<file path="config.mk">
export PLATFORM = sky130hd
export DESIGN_NAME = instr_mem_loader
export DESIGN_NICKNAME = d
export VERILOG_FILES = /design/src/rtl/instr_loader_pkg.sv /design/src/rtl/ascii_bit_decoder.sv /design/src/rtl/instr_mem_loader.sv
export SDC_FILE = /design/constraint.sdc
export NUM_CORES = 1
export LEC_CHECK = 0
export BUFFER_PORTS_ARGS = -buffer_cell sky130_fd_sc_hd__buf_2
export CORE_UTILIZATION = 55
export CTS_CLUSTER_SIZE = 28
export DETAILED_ROUTE_END_ITERATION = 6
export PLACE_DENSITY = 0.84
export SYNTH_ARGS = -nofsm -noshare
export SYNTH_HDL_FRONTEND = slang
export SYNTH_SLANG_ARGS = --single-unit
export TNS_END_PERCENT = 20
</file>
<file path="constraint.sdc">
create_clock -name clk -period 2.9 [get_ports clk]
set_clock_uncertainty 0.15 [all_clocks]
set_input_delay 0.58 -clock clk [delete_from_list [all_inputs] [get_ports clk]]
set_output_delay 0.58 -clock clk [all_outputs]
set_load 0.02 [all_outputs]
</file>
<file path="src/rtl/instr_loader_pkg.sv">
// rtl/instr_loader_pkg.sv - shared types and constants for the instruction-memory loader
//
// Purpose: loader state encoding, the ASCII bytes the loader recognises, and
//          the default instruction width.
// Ports:   none (package).
// Config:  INSTR_LOADER_CRLF_EN is consumed by instr_mem_loader, not here.

package instr_loader_pkg;

  localparam int XLEN_DEFAULT = 32;

  localparam logic [7:0] CHAR_0   = 8'h30;
  localparam logic [7:0] CHAR_1   = 8'h31;
  localparam logic [7:0] CHAR_LF  = 8'h0A;
  localparam logic [7:0] CHAR_CR  = 8'h0D;
  localparam logic [7:0] CHAR_EOT = 8'h04;

  typedef enum logic [2:0] {
    IDLE  = 3'd0,
    SHIFT = 3'd1,
    WRITE = 3'd2,
    DONE  = 3'd3,
    ERR   = 3'd4
  } state_e;

endpackage

</file>
<file path="src/rtl/ascii_bit_decoder.sv">
// rtl/ascii_bit_decoder.sv - combinational classification of one program-image byte
//
// Purpose: sorts an incoming ASCII byte into the classes the loader FSM acts on.
// Ports:
//   in_data  in  8  byte under inspection
//   is_bit   out 1  byte is '0' or '1'
//   bit_val  out 1  value of the bit character (valid when is_bit)
//   is_lf    out 1  line feed
//   is_cr    out 1  carriage return (legality is decided by the loader)
//   is_eot   out 1  end-of-transmission
//   is_bad   out 1  none of the above
// Config:  none.

import instr_loader_pkg::*;

module ascii_bit_decoder (
  input  logic [7:0] in_data,
  output logic       is_bit,
  output logic       bit_val,
  output logic       is_lf,
  output logic       is_cr,
  output logic       is_eot,
  output logic       is_bad
);

  always_comb begin
    is_bit  = (in_data == CHAR_0) || (in_data == CHAR_1);
    bit_val = (in_data == CHAR_1);
    is_lf   = (in_data == CHAR_LF);
    is_cr   = (in_data == CHAR_CR);
    is_eot  = (in_data == CHAR_EOT);
    is_bad  = !(is_bit || is_lf || is_cr || is_eot);
  end

endmodule

</file>
<file path="src/rtl/instr_mem_loader.sv">
// rtl/instr_mem_loader.sv - assembles ASCII binary lines into instruction-memory writes
//
// Purpose: consumes a newline-terminated stream of XLEN-character '0'/'1' lines
//          (MSB first) and writes each word to consecutive addresses from 0.
// Ports:
//   clk         in  1         rising-edge clock
//   rst_n       in  1         asynchronous active-low reset
//   start       in  1         begin a load at address 0 (ignored while busy)
//   in_valid    in  1         byte-source valid
//   in_data     in  8         ASCII byte
//   in_ready    out 1         byte accepted when in_valid && in_ready
//   wr_en       out 1         memory write strobe, one cycle per word
//   wr_addr     out ADDR_W    next word address to be written
//   wr_data     out XLEN      last assembled word
//   busy        out 1         load in progress
//   done        out 1         load finished cleanly (sticky until start/reset)
//   err         out 1         malformed stream (sticky until start/reset)
//   word_count  out ADDR_W+1  words written in this load
// Config: define INSTR_LOADER_CRLF_EN to accept CR directly after a full line.

import instr_loader_pkg::*;

module instr_mem_loader #(
  parameter int ADDR_W = 10,
  parameter int XLEN   = XLEN_DEFAULT
) (
  input  logic              clk,
  input  logic              rst_n,
  input  logic              start,
  input  logic              in_valid,
  input  logic [7:0]        in_data,
  output logic              in_ready,
  output logic              wr_en,
  output logic [ADDR_W-1:0] wr_addr,
  output logic [XLEN-1:0]   wr_data,
  output logic              busy,
  output logic              done,
  output logic              err,
  output logic [ADDR_W:0]   word_count
);

  localparam int              CNT_W    = $clog2(XLEN + 1);
  localparam logic [CNT_W-1:0] FULL_CNT = CNT_W'(XLEN);

  state_e              state_q, state_d;
  logic [ADDR_W-1:0]   addr_q, addr_d;
  logic [CNT_W-1:0]    bit_cnt_q, bit_cnt_d;
  logic [XLEN-1:0]     shift_q, shift_d;
  logic [XLEN-1:0]     wdata_q, wdata_d;
  logic [ADDR_W:0]     wcnt_q, wcnt_d;

  logic is_bit, bit_val, is_lf, is_cr, is_eot, is_bad;
  logic line_full, line_empty, cr_ok;

  ascii_bit_decoder u_dec (
    .in_data (in_data),
    .is_bit  (is_bit),
    .bit_val (bit_val),
    .is_lf   (is_lf),
    .is_cr   (is_cr),
    .is_eot  (is_eot),
    .is_bad  (is_bad)
  );

  assign line_full  = (bit_cnt_q == FULL_CNT);
  assign line_empty = (bit_cnt_q == '0);

`ifdef INSTR_LOADER_CRLF_EN
  // CR is only tolerated as the first half of a CRLF after a complete line.
  assign cr_ok = is_cr && line_full;
`else
  assign cr_ok = 1'b0;
`endif

  always_comb begin
    state_d   = state_q;
    addr_d    = addr_q;
    bit_cnt_d = bit_cnt_q;
    shift_d   = shift_q;
    wdata_d   = wdata_q;
    wcnt_d    = wcnt_q;

    case (state_q)
      IDLE, DONE, ERR: begin
        if (start) begin
          state_d   = SHIFT;
          addr_d    = '0;
          bit_cnt_d = '0;
          wcnt_d    = '0;
        end
      end

      SHIFT: begin
        if (in_valid) begin
          if (is_bit) begin
            if (line_full) begin
              state_d = ERR;
            end else begin
              shift_d   = {shift_q[XLEN-2:0], bit_val};
              bit_cnt_d = bit_cnt_q + CNT_W'(1);
            end
          end else if (is_lf) begin
            if (line_full) begin
              // Latch the word here so wr_data stays stable after the write.
              state_d = WRITE;
              wdata_d = shift_q;
            end else if (!line_empty) begin
              state_d = ERR;
            end
          end else if (is_eot) begin
            state_d = line_empty ? DONE : ERR;
          end else if (is_cr) begin
            if (!cr_ok) state_d = ERR;
          end else if (is_bad) begin
            state_d = ERR;
          end
        end
      end

      WRITE: begin
        addr_d    = addr_q + ADDR_W'(1);
        wcnt_d    = wcnt_q + (ADDR_W+1)'(1);
        bit_cnt_d = '0;
        // The last address of the memory ends the load; the address wraps to 0.
        state_d   = (&addr_q) ? DONE : SHIFT;
      end

      default: state_d = IDLE;
    endcase
  end

  always_ff @(posedge clk or negedge rst_n) begin
    if (!rst_n) begin
      state_q   <= IDLE;
      addr_q    <= '0;
      bit_cnt_q <= '0;
      shift_q   <= '0;
      wdata_q   <= '0;
      wcnt_q    <= '0;
    end else begin
      state_q   <= state_d;
      addr_q    <= addr_d;
      bit_cnt_q <= bit_cnt_d;
      shift_q   <= shift_d;
      wdata_q   <= wdata_d;
      wcnt_q    <= wcnt_d;
    end
  end

  assign in_ready   = (state_q == SHIFT);
  assign wr_en      = (state_q == WRITE);
  assign busy       = (state_q == SHIFT) || (state_q == WRITE);
  assign done       = (state_q == DONE);
  assign err        = (state_q == ERR);
  assign wr_addr    = addr_q;
  assign wr_data    = wdata_q;
  assign word_count = wcnt_q;

endmodule

</file>
* Word level (Yosys, flattened, before mapping)
Cells that the tools add are included.
** Operators by class
- Bitwise operators :: 2
- Shifts and indexed selects :: 0
- Multipliers :: 0
- Reduce and logical (&&, ||, !) cells :: 16
- Divide/modulo/power cells :: 0
- Equality and inequality tests :: 17
- Muxes and demuxes :: 22
- $lt $le $gt $ge :: 0
- Add/subtract/negate cells :: 3
** Operators by type and width (number)
- 3-bit 2-to-1 mux :: 11
- 6-bit 2-to-1 mux :: 4
- 11-bit case mux with 2 select lines :: 1
- 10-bit case mux with 2 select lines :: 1
- 6-bit case mux with 3 select lines :: 1
- 8-bit by 4-bit equality test with 1-bit output, second input constant :: 2
- 8-bit by 6-bit equality test with 1-bit output, second input constant :: 2
- 5-bit AND reduction :: 3
- 11-bit by 1-bit adder with 11-bit output, second input constant :: 1
- 11-bit 2-to-1 mux :: 1
- 10-bit by 1-bit adder with 10-bit output, second input constant :: 1
- 10-bit 2-to-1 mux :: 1
- 10-bit AND reduction :: 1
- 3-bit case mux with 3 select lines :: 1
- 8-bit by 3-bit equality test with 1-bit output, second input constant :: 1
- 6-bit by 1-bit adder with 6-bit output, second input constant :: 1
- 3-bit by 2-bit equality test with 1-bit output, second input constant :: 2
- 6-bit equality test, second input constant :: 1
- 6-bit logical NOT :: 1
- 2-bit != test, second input constant :: 3
- 6-bit != test, second input constant :: 1
- 1-bit logical OR :: 5
- 4-bit != test, second input constant :: 1
- 4-bit AND reduction :: 1
- 11 further kinds :: 12
** Storage, ports and cells
- Bits in writable memories :: 0
- Bits in read-only memories :: 0
- Logic and storage cells :: 66
- Latch bits :: 0
- Memories kept :: 0
- Register bits after elaboration :: 94

* Longest topological paths before layout
- Depth after elaboration :: 12
- Gate-level depth with buffers :: 7
- Mapped depth without buffers :: 7

* By module
Synthesis repeated with hierarchy kept, for this count alone.
** Second synthesis, totals
- Cell total of the unflattened synthesis :: 324
- Area, all modules :: 4156.5 um^2
** By module, submodules not included
- instr_mem_loader :: area an instance 4053.9 um^2, cells each 312, times used 1, sequential area each 2352.3 um^2
- ascii_bit_decoder :: area an instance 102.6 um^2, cells each 12, times used 1, sequential area each 0.0 um^2

* Worst setup path after synthesis
OpenSTA, ideal clock, no wires.
- Path type :: reg-to-reg
- Start :: register bit_cnt_q[0]
- End :: register wdata_q[0] (netlist: wr_data[0])
- Period minus slack after synthesis :: 2275 ps
- Setup slack :: 625 ps
- Stages on the path, launching flop included :: 8
- Arrival :: 2000 ps
- Setup time :: 125 ps
- Path buffers :: 1
- Path through :: dfrtp_1 > inv_1 > ha_1 > or4b_4 > nor3_2 > nand4_4 > buf_6 > mux2_4
** Between the ends
- Longest elaborated chain between the ends :: 2
** RTL lines
- start: declaration :: RTL line instr_mem_loader.sv:47 : logic [CNT_W-1:0] bit_cnt_q, bit_cnt_d;
- start signal: assignment :: RTL line instr_mem_loader.sv:143 : bit_cnt_q <= bit_cnt_d;
- 6-bit equality test :: RTL line instr_mem_loader.sv:65 : assign line_full = (bit_cnt_q == FULL_CNT);
- 5-bit AND reduction (no source line)
- end signal: assignment :: RTL line instr_mem_loader.sv:145 : wdata_q <= wdata_d;
- end: declaration :: RTL line instr_mem_loader.sv:49 : logic [XLEN-1:0] wdata_q, wdata_d;
No other way between the ends.
A chain may end at the register's enable or synchronous reset.

* Worst setup path in the final report
- Start :: register state_q[2]
- End :: output port wr_en
** Between the ends
- Longest elaborated chain between the ends :: 1
** RTL lines
- start: declaration :: RTL line instr_mem_loader.sv:45 : state_e state_q, state_d;
- start signal: assignment :: RTL line instr_mem_loader.sv:141 : state_q <= state_d;
- 3-bit by 2-bit equality test with 1-bit output :: RTL line instr_mem_loader.sv:151 : assign wr_en = (state_q == WRITE);
- end: declaration :: RTL line instr_mem_loader.sv:33 : output logic wr_en,
No other way between the ends.

==> run_results.csv <==
group,metric,value,unit
status,status,"finished, final reports clean",
floorplanning,ioPinCount,70,
sta,grt_setup_unrepaired,"no",
run,max-cap-violations,0,
final_layout,layout-area-overhead-vs-synth,15.1,%
yosys,post_synth_top_flop,"dfrtp_1",
clock_network,cts-htree-levels,3,
detailed_routing,drt_total_wl,7670,microns
yosys,synth_seq_cells,94,
final_layout,layout-drive-gt1-share,38.3,%
detailed_routing,route.detailed.vias_per_inst,5.58,
detailed_routing,dr_total_vias,2812,
worst_setup_path,startpoint,"state_q[2]",
grt,grt_start_max_net_pins,51,
worst_setup_path,worst_r2r_path_depth,7,
sta,actual_slew_at_the_worst_max_slew_pin,554,ps
clock_network,cts_hold_buffers,0,
grt,gr-total-overflow,0,
sta,drv_slew,0,
worst_setup_path,worst-endpoint-arrival,1900,ps
clock_network,clock-root-buffer,"clkbuf_8",
floorplanning,start_util,57.6,%
yosys,synthesis.area_per_instance,13.0,sq um
grt,grt_antenna_before_repair,0,
worst_setup_path,path_class,"reg -> out",
grt,groute.usage.overall,20.4,%
placed_design,dp_hpwl,5300,microns
final_layout,final_nets,416,
worst_setup_path,maximum_fanout_along_the_worst_path,15,
yosys,synth.yosys.seq_area_share,55.7,%
sta,finish_stage_setup_viols,0,
yosys,yosys_warnings,0,
yosys,synth.cell_area,4230,sq um
final_layout,finish.utilization,66.4,%
sta,hold_ws,47.1,ps
placed_design,postPlaceCellArea,4660,sq um
worst_setup_path,worstSetupStartpointType,"flip-flop",
sta,slew_headroom,62.6,%
floorplanning,dieArea,8040,sq um
detailed_routing,drcViolationCount,0,
final_layout,multi_input_comb_area,1760,sq um
worst_setup_path,critPathRequiredTime,2170,ps
sta,finalCriticalPeriod,2630,ps
final_layout,nFillCells,549,
clock_network,cts_tree,"built",
placed_design,port_buffers,69,
clock_network,cts_setup_buffers,0,
grt,first_pass_grt_wire_length,12500,microns
grt,first_global_vias,2598,
yosys,synthDistinctLibCells,51,
sta,layout_setup_ws,266,ps
yosys,syn-instance-count,326,
power,design_power_total,2.56,mW
worst_setup_path,cp-end-kind,"output port",
clock_network,cts-resized-gates,0,
detailed_routing,drt-initial-drc-count,101,
placed_design,numPlacedInstances,488,
final_layout,antenna-diode-count,0,
power,worst_ir_drop_vdd,318,uV
yosys,synth_common_cells,"94 x dfrtp_1, 34 x o21ai_0, 30 x mux2_4",
yosys,yosys.cell_count.top_type,"dfrtp_1",
yosys,synth_edf_count,0,
placed_design,gp_congestion,0.758,
sta,tns,0,ps
placed_design,dp_slack,307,ps
floorplanning,core,7330,sq um
floorplanning,core.rowCount,31,
yosys,synth.largest_area_cell,"dfrtp_1",
hold_path,class_of_the_tightest_hold_or_removal_check,"in -> async",
detailed_routing,detailedRoute.firstPassIterationCount,4,
floorplanning,die_width,89.7,microns
detailed_routing,routedWlPerCell,15.2,microns
final_layout,stdcell_count,504,
sta,timing.fmax,380,MHz
clock_network,tritoncts.num_buffers,9,
yosys,synthTopCellsByArea,"dfrtp_1 56%, mux2_4 11%, mux2_2 6.9%",
worst_setup_path,r2r_start,"bit_cnt_q[0]",
clock_network,max-clock-path-buffers,2,
power,pd_cells,527,nW/um^2
clock_network,cts.clk_slew.worst_paths,100,ps
final_layout,design_area,4860,sq um
power,power.leakage,2.60,nW
detailed_routing,drt.antenna.violating_nets,0,
sta,hold_violations,0,
sta,fin_crit_sh,90.8,%
yosys,share_of_the_synthesized_area_in_the_top_cell_type,55.7,%
floorplanning,chipHeight,89.7,microns
clock_network,insertion_delay,360,ps
final_layout,layout.area.seq,2350,sq um
yosys,synth-async-reset-ratio,100,%
clock_network,cts.sink_count,94,
yosys,post_synthesis_net_count,342,
==> flip-flops by register name, indices dropped and copies added, names as in the netlist <==
signal	cells
shift_q	32
wr_data	32
word_count	11
wr_addr	10
bit_cnt_q	6
state_q	3
==> worst max-delay path, stage by stage (launching register included) <==
cell	delay (ps)
dfrtp_1	460
nor2b_1	240
nand2b_1	80
buf_4	190
inv_1	340
buf_2	250
==> per-layer routing <==
layer | part of all wire, % | wire length [microns] | vias up | track usage [%]
li1 | - | - | 1343 | -
met4 | 0.44 | 34 | 0 | 5.92
met2 | 47 | 3640 | 74 | 31.8
met1 | 47 | 3610 | 1391 | 28.1
met5 | 0 | 0 | - | 0
met3 | 5.0 | 380 | 4 | 5.76
==> report_power, final <==
| part | internal, mW | switching [mW] | leakage, nW |
|---|---|---|---|
| clock | 0.412 | 0.488 | 0.0997 |
| sequential | 1.33 | 0.0347 | 1.31 |
| combinational | 0.110 | 0.190 | 1.19 |
| total | 1.85 | 0.712 | 2.60 |
==> area by class of cell <==
| type | count | share of cell area, % |
|---|---|---|
| Sequential cell | 94 | 48.4 |
| Clock buffer | 9 | 2.55 |
| Multi-Input combinational cell | 214 | 36.2 |
| Timing Repair Buffer | 74 | 8.18 |
| Clock inverter | 7 | 1.67 |
| Inverter | 7 | 0.540 |
| Tap cell | 99 | 2.55 |
==> final timing paths <==
kind | endpoint | slack [ps]
max | wr_en | 270
min | wr_data[8] | 50
max reg2reg | wr_data[13] | 350
min reg2reg | word_count[10] | 340
max in group asynchronous | word_count[0] | 1900
min in group clk | shift_q[0] | 320
==> cells by family (layout without fill, tap and decap cells) <==
family | Yosys count | after routing | synth area share (%)
flip-flops | 94 | 94 | 55.7
AND/OR/NAND/NOR | 84 | 84 | 11.8
multiplexers | 64 | 64 | 19.7
AO/OA/AOI/OAI | 60 | 60 | 8.56
buffers and inverters | 18 | 97 | 2.69
adder cells (fa/ha/maj) | 4 | 4 | 1.18
XOR/XNOR | 2 | 2 | 0.415
==> cells in the final DEF, fill, tap and decap left out, types with 4 or more instances in the layout <==
master / n
dfrtp_1: 94
buf_2: 68
o21ai_0: 34
mux2_4: 30
mux2_2: 26
nand2_1: 22
nand3_1: 16
clkbuf_8: 9
a21oi_1: 8
mux2_1: 8
nor2_1: 7
nand4_1: 7
inv_1: 6
and3_1: 6
buf_4: 5
a31oi_1: 4
ha_1: 4
(Power assumes the default switching activity.)
